**config.mk**
```make
export PLATFORM = sky130hd
export DESIGN_NAME = keypad_scanner
export DESIGN_NICKNAME = d
export VERILOG_FILES = /design/src/rtl/keypad_pkg.sv /design/src/rtl/keypad_col_sync.sv /design/src/rtl/keypad_scanner.sv
export SDC_FILE = /design/constraint.sdc
export NUM_CORES = 1
export LEC_CHECK = 0
export CAP_MARGIN = 25
export CORE_ASPECT_RATIO = 1.25
export CORE_MARGIN = 10
export CORE_UTILIZATION = 49
export CTS_CLUSTER_SIZE = 20
export DETAILED_ROUTE_END_ITERATION = 12
export GPL_ROUTABILITY_DRIVEN = 1
export PLACE_DENSITY = 0.73
export SYNTH_ARGS = -nofsm -noshare
export SYNTH_HDL_FRONTEND = slang
export SYNTH_SLANG_ARGS = --single-unit
```
**constraint.sdc**
```tcl
create_clock -name clk -period 1.9 [get_ports clk]
set_clock_uncertainty 0.05 [all_clocks]
set_input_delay 0.19 -clock clk [delete_from_list [all_inputs] [get_ports clk]]
set_output_delay 0.19 -clock clk [all_outputs]
set_load 0.01 [all_outputs]
```
**src/rtl/keypad_pkg.sv**
```systemverilog
// keypad_pkg: key codes, scanner states and the matrix position to code map
package keypad_pkg;
  localparam logic [3:0] KEY_0 = 4'd0, KEY_1 = 4'd1, KEY_2 = 4'd2, KEY_3 = 4'd3;
  localparam logic [3:0] KEY_4 = 4'd4, KEY_5 = 4'd5, KEY_6 = 4'd6, KEY_7 = 4'd7;
  localparam logic [3:0] KEY_8 = 4'd8, KEY_9 = 4'd9, KEY_STAR = 4'd10, KEY_TAG = 4'd11;
  localparam logic [3:0] KEY_NONE = 4'b1111;
  typedef enum logic [1:0] {ST_SCAN, ST_DEBOUNCE, ST_EMIT, ST_WAIT_RELEASE} state_e;
  function automatic logic [3:0] key_lookup(input logic [1:0] row, input logic [1:0] col);
    return (row != 2'd3) ? {2'b0, row} * 4'd3 + {2'b0, col} + 4'd1 :
           (col == 2'd0) ? KEY_STAR : (col == 2'd1) ? KEY_0 : KEY_TAG;
  endfunction
endpackage

```
**src/rtl/keypad_col_sync.sv**
```systemverilog
// keypad_col_sync: 2-flop synchroniser for the column returns, idles high
module keypad_col_sync (
  input  logic       clk_i,
  input  logic       rst_ni,
  input  logic [3:1] d_i,
  output logic [3:1] q_o
);
  logic [3:1] s1_q, s2_q;
  always_ff @(posedge clk_i or negedge rst_ni)
    if (!rst_ni) begin
      s1_q <= '1;
      s2_q <= '1;
    end else begin
      s1_q <= d_i;
      s2_q <= s1_q;
    end
  assign q_o = s2_q;
endmodule

```
**src/rtl/keypad_scanner.sv**
```systemverilog
// keypad_scanner: scans a 4x3 active-low key matrix and emits debounced one-cycle key codes
module keypad_scanner
  import keypad_pkg::*;
#(
  parameter int SCAN_DIV = 4,
  parameter int DEBOUNCE = 3
) (
  input  logic       clk,
  input  logic       rst,
  input  logic [3:1] col_n,
  output logic [4:1] row_n,
  output logic [4:1] key_code,
  output logic       key_valid
);
  localparam int DW = $clog2(SCAN_DIV);
  localparam int CW = $clog2(DEBOUNCE + 1);
  logic [3:1] cols;
  state_e state_q;
  logic [DW-1:0] div_q;
  logic [CW-1:0] cnt_q, cnt_inc;
  logic [1:0] row_q, col_q, hit_col;
  logic [4:1] row_n_q;
  logic [3:0] code_q;
  logic valid_q, sample, hit, deb_done;
  keypad_col_sync u_sync (.clk_i(clk), .rst_ni(rst), .d_i(col_n), .q_o(cols));
  always_comb begin
    sample = div_q == DW'(SCAN_DIV - 1);
    hit = cols inside {3'b110, 3'b101, 3'b011};
    hit_col = !cols[1] ? 2'd0 : (!cols[2] ? 2'd1 : 2'd2);
    cnt_inc = (cnt_q == CW'(DEBOUNCE)) ? cnt_q : cnt_q + CW'(1);
    deb_done = cnt_inc == CW'(DEBOUNCE);
  end
  always_ff @(posedge clk or negedge rst)
    if (!rst) begin
      state_q <= ST_SCAN;
      div_q <= '0;
      row_q <= '0;
      row_n_q <= 4'b1110;
      col_q <= '0;
      cnt_q <= '0;
      code_q <= KEY_NONE;
      valid_q <= 1'b0;
    end else begin
      div_q <= sample ? '0 : div_q + DW'(1);
      code_q <= KEY_NONE;
      valid_q <= 1'b0;
      case (state_q)
        ST_SCAN: if (sample) begin
          if (hit) begin
            col_q <= hit_col;
            cnt_q <= CW'(1);
            state_q <= (DEBOUNCE == 1) ? ST_EMIT : ST_DEBOUNCE;
          end else begin
            row_q <= row_q + 2'd1;
            row_n_q <= {row_n_q[3:1], row_n_q[4]};
          end
        end
        ST_DEBOUNCE: if (sample) begin
          if (hit && hit_col == col_q) begin
            cnt_q <= cnt_inc;
            if (deb_done) state_q <= ST_EMIT;
          end else begin
            state_q <= ST_SCAN;
            row_q <= '0;
            row_n_q <= 4'b1110;
            cnt_q <= '0;
          end
        end
        ST_EMIT: begin
          code_q <= key_lookup(row_q, col_q);
          valid_q <= 1'b1;
          cnt_q <= '0;
          state_q <= ST_WAIT_RELEASE;
        end
        default: if (sample) begin
          if (&cols && deb_done) begin
            state_q <= ST_SCAN;
            row_q <= '0;
            row_n_q <= 4'b1110;
            cnt_q <= '0;
          end else cnt_q <= &cols ? cnt_inc : '0;
        end
      endcase
    end
  assign row_n = row_n_q;
  assign key_code = code_q;
  assign key_valid = valid_q;
endmodule

```
==> results.tsv, run 1 <==
metric	value	unit
status	finished, final reports clean	
CTS Buf Count	3	
PostCTS Resize Cnt	0	
TritonCTS clock tree	built	
FMAX	541	MHz
layout overhead on the synthesized area	16.3	%
Synth Instances	118	
first-pass GRT wire length	4390	um
drt total wl	2540	um
clock-pin slew of the registers on the worst-case setup and hold paths	0.14	ns
LEAKAGE	0.572	nW
DP Wirelength	1930	um
EDFF count, synth	0	
standard-cell rows	20	
P per Cell Area	1130	nW/um^2
Critical Path End Type	flip-flop	
r2r startpoint	row_q[0]$_DFFE_PN0P_	
total global-route track usage	0.105	
Initial Util	0.519	
max-cap violations	0	
Post-DRT Antenna Nets	0	
Hold Buf Count CTS	0	
Worst EP required	2.11	ns
clock root cell	clkbuf_4	
fraction of registers with async set/reset	1.00	
fin. max-slew vios	0	
Slew @ Worst Pin	0.356	ns
TritonRoute pass-1 iters	4	
Inserted Diodes	0	
drt via density	5.77	
# nets final	147	
RSZ-0062 raised after global routing	false	
via count	964	
final hold viol count	0	
Setup Viol. Count Final	0	
crit path from	row_q[0]$_DFFE_PN0P_	
VDD IR max	0.688	mV
CTS sink cnt	25	
I/O pin cnt	14	
Total Power	1.68	mW
most used flip-flop cell after synthesis	dfstp_2	
sequential fraction of the synthesis area	0.504	
Remaining DRCs	0	
clock period minus worst slack	1.85	ns
worst hold path class	input port to asynchronous set/reset pin	
H-tree depth	1	
# Post-CTS Setup Buffers	0	
Clock Tree Buf Depth	2	
most frequent cells in the layout	clkdlybuf4s50_1 (13), dfstp_2 (13), dfrtp_1 (11)	
DR WL/cell	15.2	um
Synth Area per Inst	10.8	um^2
Die ar.	5050	um^2
final period utilization	0.973	
largest net degree at the start of global routing	26	
setup_tns	0	ns
total gr overflow	0	
YS warnings	0	
share of layout cells above drive strength 1	0.201	
Yosys cell types	43	
Syn Nets	130	
initial DRC count	57	
antenna violations before repair	0	
gpl congestion	0.810	
critical path type	flip-flop to flip-flop	
crit-path max FO	2	
Seq cells post-synth	25	
worst skew pair latency	0.33	ns
die width	65.6	um
arrival time worst endpoint	2.06	ns
Mapped Area	1270	um^2
IO buf count	13	
vias in the first global route	987	
max_slew headroom	0.761	
die height	77.0	um
Setup crit start kind	flip-flop	
total core area	2450	um^2
[state kept, by name, indices dropped and copies added, names as in the netlist]
name and cells:
key_code 4, row_n 4, u_sync.q_o 3, u_sync.s1_q 3
cnt_q 2, col_q 2, div_q 2, row_q 2
state_q 2, key_valid 1
[Yosys cell counts (all sizes together) (3+ instances only)]
master / n / share of area
dfstp: 13 / 0.27
o21ai: 13 / 0.051
dfrtp: 12 / 0.24
nor2: 10 / 0.033
nand2: 9 / 0.027
a21oi: 5 / 0.023
ha: 5 / 0.049
a211oi: 4 / 0.024
buf: 4 / 0.020
a22o: 3 / 0.021
nor3: 3 / 0.012
o22a: 3 / 0.021
[kinds of logic after synthesis]
kind of cell,after synthesis,synth area share
DFF,25,0.504
buffers and inverters,8,0.0324
and+or+nand+nor,35,0.140
muxes,2,0.0157
adders and majority gates,7,0.0806
AOI/OAI and AO/OA,39,0.213
xor gates and xnor gates,2,0.0138
[report_power, final]
part           internal, mW  leakage (nW)  switching, mW  total (mW)
Combinational         0.353         0.274          0.319       0.672
Clock                0.0824        0.0150          0.159       0.242
Sequential            0.647         0.283          0.117       0.764
Total                  1.08         0.572          0.596        1.68
[stage by stage]
| step | setup slack [ns] | hold slack (ns) | area [um^2] | utilization | cells |
|---|---|---|---|---|---|
| after floorplan | 0.0690 | -0.156 | 1270 | - | 118 |
| after global placement | 0.110 | 0.296 | 1450 | 0.591 | 163 |
| after detailed placement | 0.0514 | 0.297 | 1450 | 0.591 | 163 |
| after CTS | 0.0377 | 0.164 | 1480 | 0.602 | 167 |
| after global routing | 0.00139 | 0.181 | 1480 | 0.604 | 167 |
| final | 0.0504 | 0.149 | 1480 | 0.604 | 167 |
[final cells by class]
class / count / area [um^2]
Multi-Input combinational cell: 85 / 596
Sequential cell: 25 / 643
Tap cell: 33 / 41.3
Clock buffer: 4 / 26.3
Timing Repair Buffer: 18 / 168
Fill cell: 239 / 971
Inverter: 2 / 7.51
[routing by layer]
metal  GRT usage  part of all wire  routed length (um)  vias to the layer above
met3      0.0262             0.063                 159                        5
met1       0.123              0.42                1060                      466
met5           0                 0                   0                        -
li1            -                 -                   -                      466
met4      0.0386             0.016                  40                        0
met2       0.178              0.50                1280                       27
[final timing paths]
check                                           end  slack [ns]  cells past startpoint
setup / recovery              key_code[4]$_DFF_PN1_        0.05                      5
hold / removal               state_q[1]$_DFFE_PN0P_        0.15                      2
setup reg to reg              key_code[4]$_DFF_PN1_        0.05                      5
hold reg to reg             u_sync.q_o[2]$_DFF_PN1_        0.31                      0
max in group asynchronous   u_sync.q_o[3]$_DFF_PN1_        1.35                      2
min in group clk           u_sync.s1_q[1]$_DFF_PN1_        0.21                      1
[critical path: stages, from the launching register on]
cell and delay (ns):
dfrtp_1 0.42, fa_1 0.53, ha_1 0.32, a21o_1 0.17, a211oi_2 0.21, o21ai_1 0.08
Power figures use the tool's default switching activity.
==> inputs of run 2 (changes only) <==
==> constraint.sdc (replaced) <==
create_clock -name clk -period 1.6 [get_ports clk]
set_clock_uncertainty 0.05 [all_clocks]
set_input_delay 0.16 -clock clk [delete_from_list [all_inputs] [get_ports clk]]
set_output_delay 0.16 -clock clk [all_outputs]
set_load 0.01 [all_outputs]
==> results.tsv, run 2 (synthesis results as in run 1) <==
metric	value	unit	change
Remaining DRCs	0		unchanged
initial DRC count	35		-39%
Slew @ Worst Pin	0.409	ns	+0.0538 ns
max-cap violations	0		unchanged
H-tree depth	1		unchanged
share of layout cells above drive strength 1	0.403		+0.201
Sequential Power Share	0.415		-0.040
fin. max-slew vios	0		unchanged
Clk pwr share	0.145		about the same
drt via density	5.68		-1.7%
clock-pin slew of the registers on the worst-case setup and hold paths	0.15	ns	about the same
first-pass GRT wire length	4660	um	+6.1%
switching power	0.790	mW	+33%
r2r startpoint	row_q[1]$_DFFE_PN0P_		
FMAX	562	MHz	+4.0%
Die ar.	5050	um^2	unchanged
Internal Pwr Total	1.37	mW	+26%
final hold viol count	0		unchanged
layout overhead on the synthesized area	32.3	%	
die width	65.6	um	unchanged
TritonRoute pass-1 iters	8		+4
clock period minus worst slack	1.78	ns	-0.0710 ns
CTS Buf Count	3		unchanged
drt total wl	2860	um	+12%
total gr overflow	0		unchanged
Setup Viol. Count Final	7		+7
gpl congestion	0.776		-4.2%
failing checks	negative setup slack		
vias in the first global route	1077		+9.1%
crit-path max FO	2		unchanged
# nets final	162		+10%
Setup crit start kind	flip-flop		
Total Power	2.16	mW	+29%
via count	1033		+7.2%
most frequent cells in the layout	buf_4 (18), dfstp_2 (13), dfrtp_1 (11)		
Inserted Diodes	0		unchanged
Setup WS post-layout	-0.179	ns	-0.229 ns
status	finished with violations		
I/O pin cnt	14		unchanged
IO buf count	13		unchanged
VDD IR max	1.07	mV	+55%
arrival time worst endpoint	2.01	ns	-0.05 ns
Worst EP required	1.83	ns	-0.28 ns
Clock Tree Buf Depth	2		unchanged
DP Wirelength	1970	um	+1.7%
R2R depth	5		unchanged
CTS sink cnt	25		unchanged
critical path type	flip-flop to flip-flop		
TritonCTS clock tree	built		
antenna violations before repair	0		unchanged
final period utilization	1.11		+0.138
worst hold path class	input port to asynchronous set/reset pin		
Critical Path End Type	flip-flop		
Initial Util	0.519		unchanged
RSZ-0062 raised after global routing	true		
worst skew pair latency	0.34	ns	about the same
DR WL/cell	15.7	um	+3.1%
r2r endpoint	key_code[4]$_DFF_PN1_		
max_slew headroom	0.727		-0.0340
commonest non-fill, non-tap cell in the layout	buf_4		
total core area	2450	um^2	unchanged
die height	77.0	um	unchanged
sw frac	0.366		+0.0111
largest net degree at the start of global routing	26		unchanged
LEAKAGE	0.658	nW	+15%
clock root cell	clkbuf_4		
Post-DRT Antenna Nets	0		unchanged
total global-route track usage	0.115		+0.00946
combinational share of power	0.441		+0.040
standard-cell rows	20		unchanged
Hold Slack	0.110	ns	-0.0398 ns
R2R setup slack	-0.18	ns	-0.23 ns
P per Cell Area	1280	nW/um^2	+13%
==> run 2: cell count changes in the layout (fill, tap and decap cells not counted), sizes merged <==
cell / delta
buf: +15
clkdlybuf4s50: -7
inv: +1
dlygate4sd2: +7
clkbuf: -1
==> run 2: power groups by stage <==
stage               logic (mW)  registers [mW]  clock network [mW]
floorplan                0.539           0.899                   0
global placement         0.832           0.885                   0
detailed placement       0.872           0.896                   0
CTS                      0.909           0.886               0.318
global route              1.06           0.915               0.347
finish                   0.951           0.895               0.312
==> run 2: what timing repair did <==
action	CTS	global route
setup endpoints to repair	18	14
setup buffers	6	0
resized for setup	16	14
pin swaps	15	11
hold buffers	0	0
==> run 2: area by class of cell <==
class,instances,area [um^2]
Fill cell,204,767
Sequential cell,25,643
Tap cell,33,41.3
Multi-Input combinational cell,85,683
Timing Repair Buffer,33,279
Clock inverter,1,8.76
Inverter,2,7.51
Clock buffer,3,22.5
==> run 2: worst max path at each step <==
stage / startpoint / to / cells after the start / slack [ns]
after floorplan: row_q[1]$_DFFE_PN0P_ / key_code[4]$_DFF_PN1_ / 5 / -0.17
after global routing: row_q[1]$_DFFE_PN0P_ / key_code[2]$_DFF_PN1_ / 4 / -0.27
after global placement: row_q[1]$_DFFE_PN0P_ / key_code[4]$_DFF_PN1_ / 5 / -0.16
after detailed placement: row_q[1]$_DFFE_PN0P_ / key_code[4]$_DFF_PN1_ / 5 / -0.21
after CTS: row_q[0]$_DFFE_PN0P_ / key_code[4]$_DFF_PN1_ / 5 / -0.20
final: row_q[1]$_DFFE_PN0P_ / key_code[4]$_DFF_PN1_ / 5 / -0.18
==> run 2: critical path, stage by stage, from the launching register on <==
cell and delay, ns:
dfrtp_1 0.43, fa_1 0.59, ha_1 0.24, a21o_1 0.16, a211oi_2 0.18, o21ai_1 0.08
==> run 2: routing by layer <==
metal | global-route usage | up-vias | wire, um | share of wire
met5 | 0 | - | 0 | 0
met2 | 0.195 | 34 | 1430 | 0.50
met4 | 0.0644 | 0 | 69 | 0.024
met1 | 0.118 | 501 | 1210 | 0.42
li1 | - | 490 | - | -
met3 | 0.0392 | 8 | 148 | 0.052
==> run 2: per-stage QoR <==
step / instance area [um^2] / utilization / worst slack (ns) / std cells / setup TNS [ns]
CTS: 1630 / 0.664 / -0.201 / 182 / -0.748
detailed placement: 1520 / 0.621 / -0.214 / 172 / -0.851
floorplan: 1280 / - / -0.166 / 118 / -0.320
global placement: 1520 / 0.621 / -0.156 / 172 / -0.642
global route: 1690 / 0.687 / -0.268 / 182 / -1.61
finish: 1690 / 0.687 / -0.179 / 182 / -0.663
==> inputs of run 3 (changes only) <==
--- a/config.mk
+++ b/config.mk
@@ -12,7 +12,8 @@
 export CTS_CLUSTER_SIZE = 20
 export DETAILED_ROUTE_END_ITERATION = 12
 export GPL_ROUTABILITY_DRIVEN = 1
-export PLACE_DENSITY = 0.73
+export PLACE_DENSITY_LB_ADDON = 0.08
+export REMOVE_ABC_BUFFERS = 1
 export SYNTH_ARGS = -nofsm -noshare
 export SYNTH_HDL_FRONTEND = slang
 export SYNTH_SLANG_ARGS = --single-unit
==> results.tsv, run 3 (synthesis results as in run 1) <==
metric	value	unit	change
status	finished with violations		
failing checks	negative setup slack		
share of layout cells above drive strength 1	0.375		-0.0277
Total Power	2.15	mW	-0.50%
vias in the first global route	1094		+1.6%
drt total wl	2680	um	-6.3%
RSZ-0062 raised after global routing	true		
total gr overflow	0		unchanged
Setup WS post-layout	-0.191	ns	-0.0125 ns
crit-path max FO	2		unchanged
most frequent cells in the layout	dfstp_2 (13), dfrtp_1 (12), buf_4 (12)		
Post-DP Area	1510	um^2	-0.90%
top sig layer	met4		
arrival time worst endpoint	2.01	ns	about the same
# nets final	157		-3.1%
wl on met1	1150	um	-5.0%
Inserted Diodes	0		unchanged
fin. max-slew vios	0		unchanged
Post-DRT Antenna Nets	0		unchanged
die width	65.6	um	unchanged
final hold viol count	0		unchanged
largest net degree at the start of global routing	26		unchanged
antenna violations before repair	0		unchanged
met3 WL	142	um	-4.1%
TritonCTS clock tree	built		
total length of routed met2 wires	1330	um	-6.8%
Remaining DRCs	0		unchanged
LEAKAGE	0.627	nW	-4.7%
DP Wirelength	1990	um	+1.4%
VDD IR max	0.921	mV	-14%
layout overhead on the synthesized area	29.1	%	
Hold Buf Count CTS	0		unchanged
gpl congestion	0.799		+2.9%
CTS sink cnt	25		unchanged
P per Cell Area	1310	nW/um^2	+2.0%
CTS Buf Count	3		unchanged
first-pass GRT wire length	4690	um	+0.60%
standard-cell rows	20		unchanged
fillers	206		+0.98%
H-tree depth	1		unchanged
drt via density	5.64		-0.56%
Worst EP required	1.82	ns	about the same
total global-route track usage	0.113		-0.00146
via count	999		-3.3%
worst hold path class	input port to asynchronous set/reset pin		
Clock Tree Buf Depth	2		unchanged
Setup crit start kind	flip-flop		
Slew @ Worst Pin	0.437	ns	+0.0281 ns
Die ar.	5050	um^2	unchanged
max-cap violations	0		unchanged
clock period minus worst slack	1.79	ns	+0.0125 ns
final period utilization	1.12		+0.00782
TritonRoute pass-1 iters	4		-4
worst skew pair latency	0.33	ns	about the same
FMAX	558	MHz	-0.70%
DR WL/cell	15.1	um	-3.6%
total core area	2450	um^2	unchanged
critical path type	flip-flop to flip-flop		
max_slew headroom	0.706		-0.0210
Setup Viol. Count Final	11		+4
clock root cell	clkbuf_4		
initial DRC count	24		-31%
commonest non-fill, non-tap cell in the layout	dfstp_2		
I/O pin cnt	14		unchanged
IO buf count	13		unchanged
die height	77.0	um	unchanged
clock-pin slew of the registers on the worst-case setup and hold paths	0.15	ns	about the same
R2R setup slack	-0.19	ns	about the same
Initial Util	0.519		unchanged
Critical Path End Type	flip-flop		
design area	1640	um^2	-2.4%
[run 3: cell count changes in the layout (fill, tap and decap cells not counted), sizes merged]
cell,before,now
buf,20,15
[run 3: per-stage QoR]
step           setup TNS [ns]  worst slack, ns  utilization  std cells  hold WS, ns
2_1_floorplan          -0.681           -0.231            -        112       -0.186
3_3_place_gp            -1.03           -0.190        0.615        171        0.296
3_5_place_dp            -1.38           -0.234        0.615        171        0.297
4_1_cts                 -1.14           -0.209        0.655        177        0.137
5_1_grt                 -1.93           -0.304        0.670        177        0.136
6_report               -0.949           -0.191        0.670        177        0.120
[run 3: repair_timing]
item / 4_1_cts / 5_1_grt
gates resized for setup: 22 / 12
cloned: 0 / 0
endpoints found under the setup margin: 19 / 15
endpoints found under the hold margin: 0 / 0
setup buffers: 2 / 0
pin swaps: 20 / 10
[run 3: cell type report]
| type | instances | area, um^2 | area share |
|---|---|---|---|
| Clock inverter | 1 | 8.76 | 0.00533 |
| Clock buffer | 3 | 22.5 | 0.0137 |
| Timing Repair Buffer | 28 | 245 | 0.149 |
| Multi-Input combinational cell | 85 | 677 | 0.412 |
| Sequential cell | 25 | 642 | 0.390 |
| Inverter | 2 | 7.51 | 0.00457 |
| Tap cell | 33 | 41.3 | 0.0251 |
[run 3: path summary, 6_finish.rpt]
check,start,end,depth (start not counted)
worst max-delay path,row_q[0]$_DFFE_PN0P_,key_code[4]$_DFF_PN1_,5
worst min register to register,u_sync.s1_q[2]$_DFF_PN1_,u_sync.q_o[2]$_DFF_PN1_,0
worst min-delay path,rst,key_valid$_DFF_PN0_,2
min in group clk,col_n[2],u_sync.s1_q[2]$_DFF_PN1_,1
worst max register to register,row_q[0]$_DFFE_PN0P_,key_code[4]$_DFF_PN1_,5
max in group asynchronous,rst,row_n[3]$_DFFE_PN1P_,2
[run 3: critical path, cell delays in order (launching register included)]
cell      delay (ns)
dfrtp_1         0.43
fa_2            0.60
ha_1            0.24
a21o_1          0.17
a211oi_2        0.17
o21ai_1         0.08
[run 3: layer usage]
layer,global-route usage,vias up
met2,0.193,23
met5,0,-
li1,-,482
met4,0.0536,0
met3,0.0378,6
met1,0.120,488
[run 3: where the power goes]
part	internal [mW]	switching, mW	leakage, nW	total, mW
clock network	0.102	0.205	0.0183	0.307
registers	0.765	0.124	0.284	0.889
logic	0.495	0.456	0.324	0.951
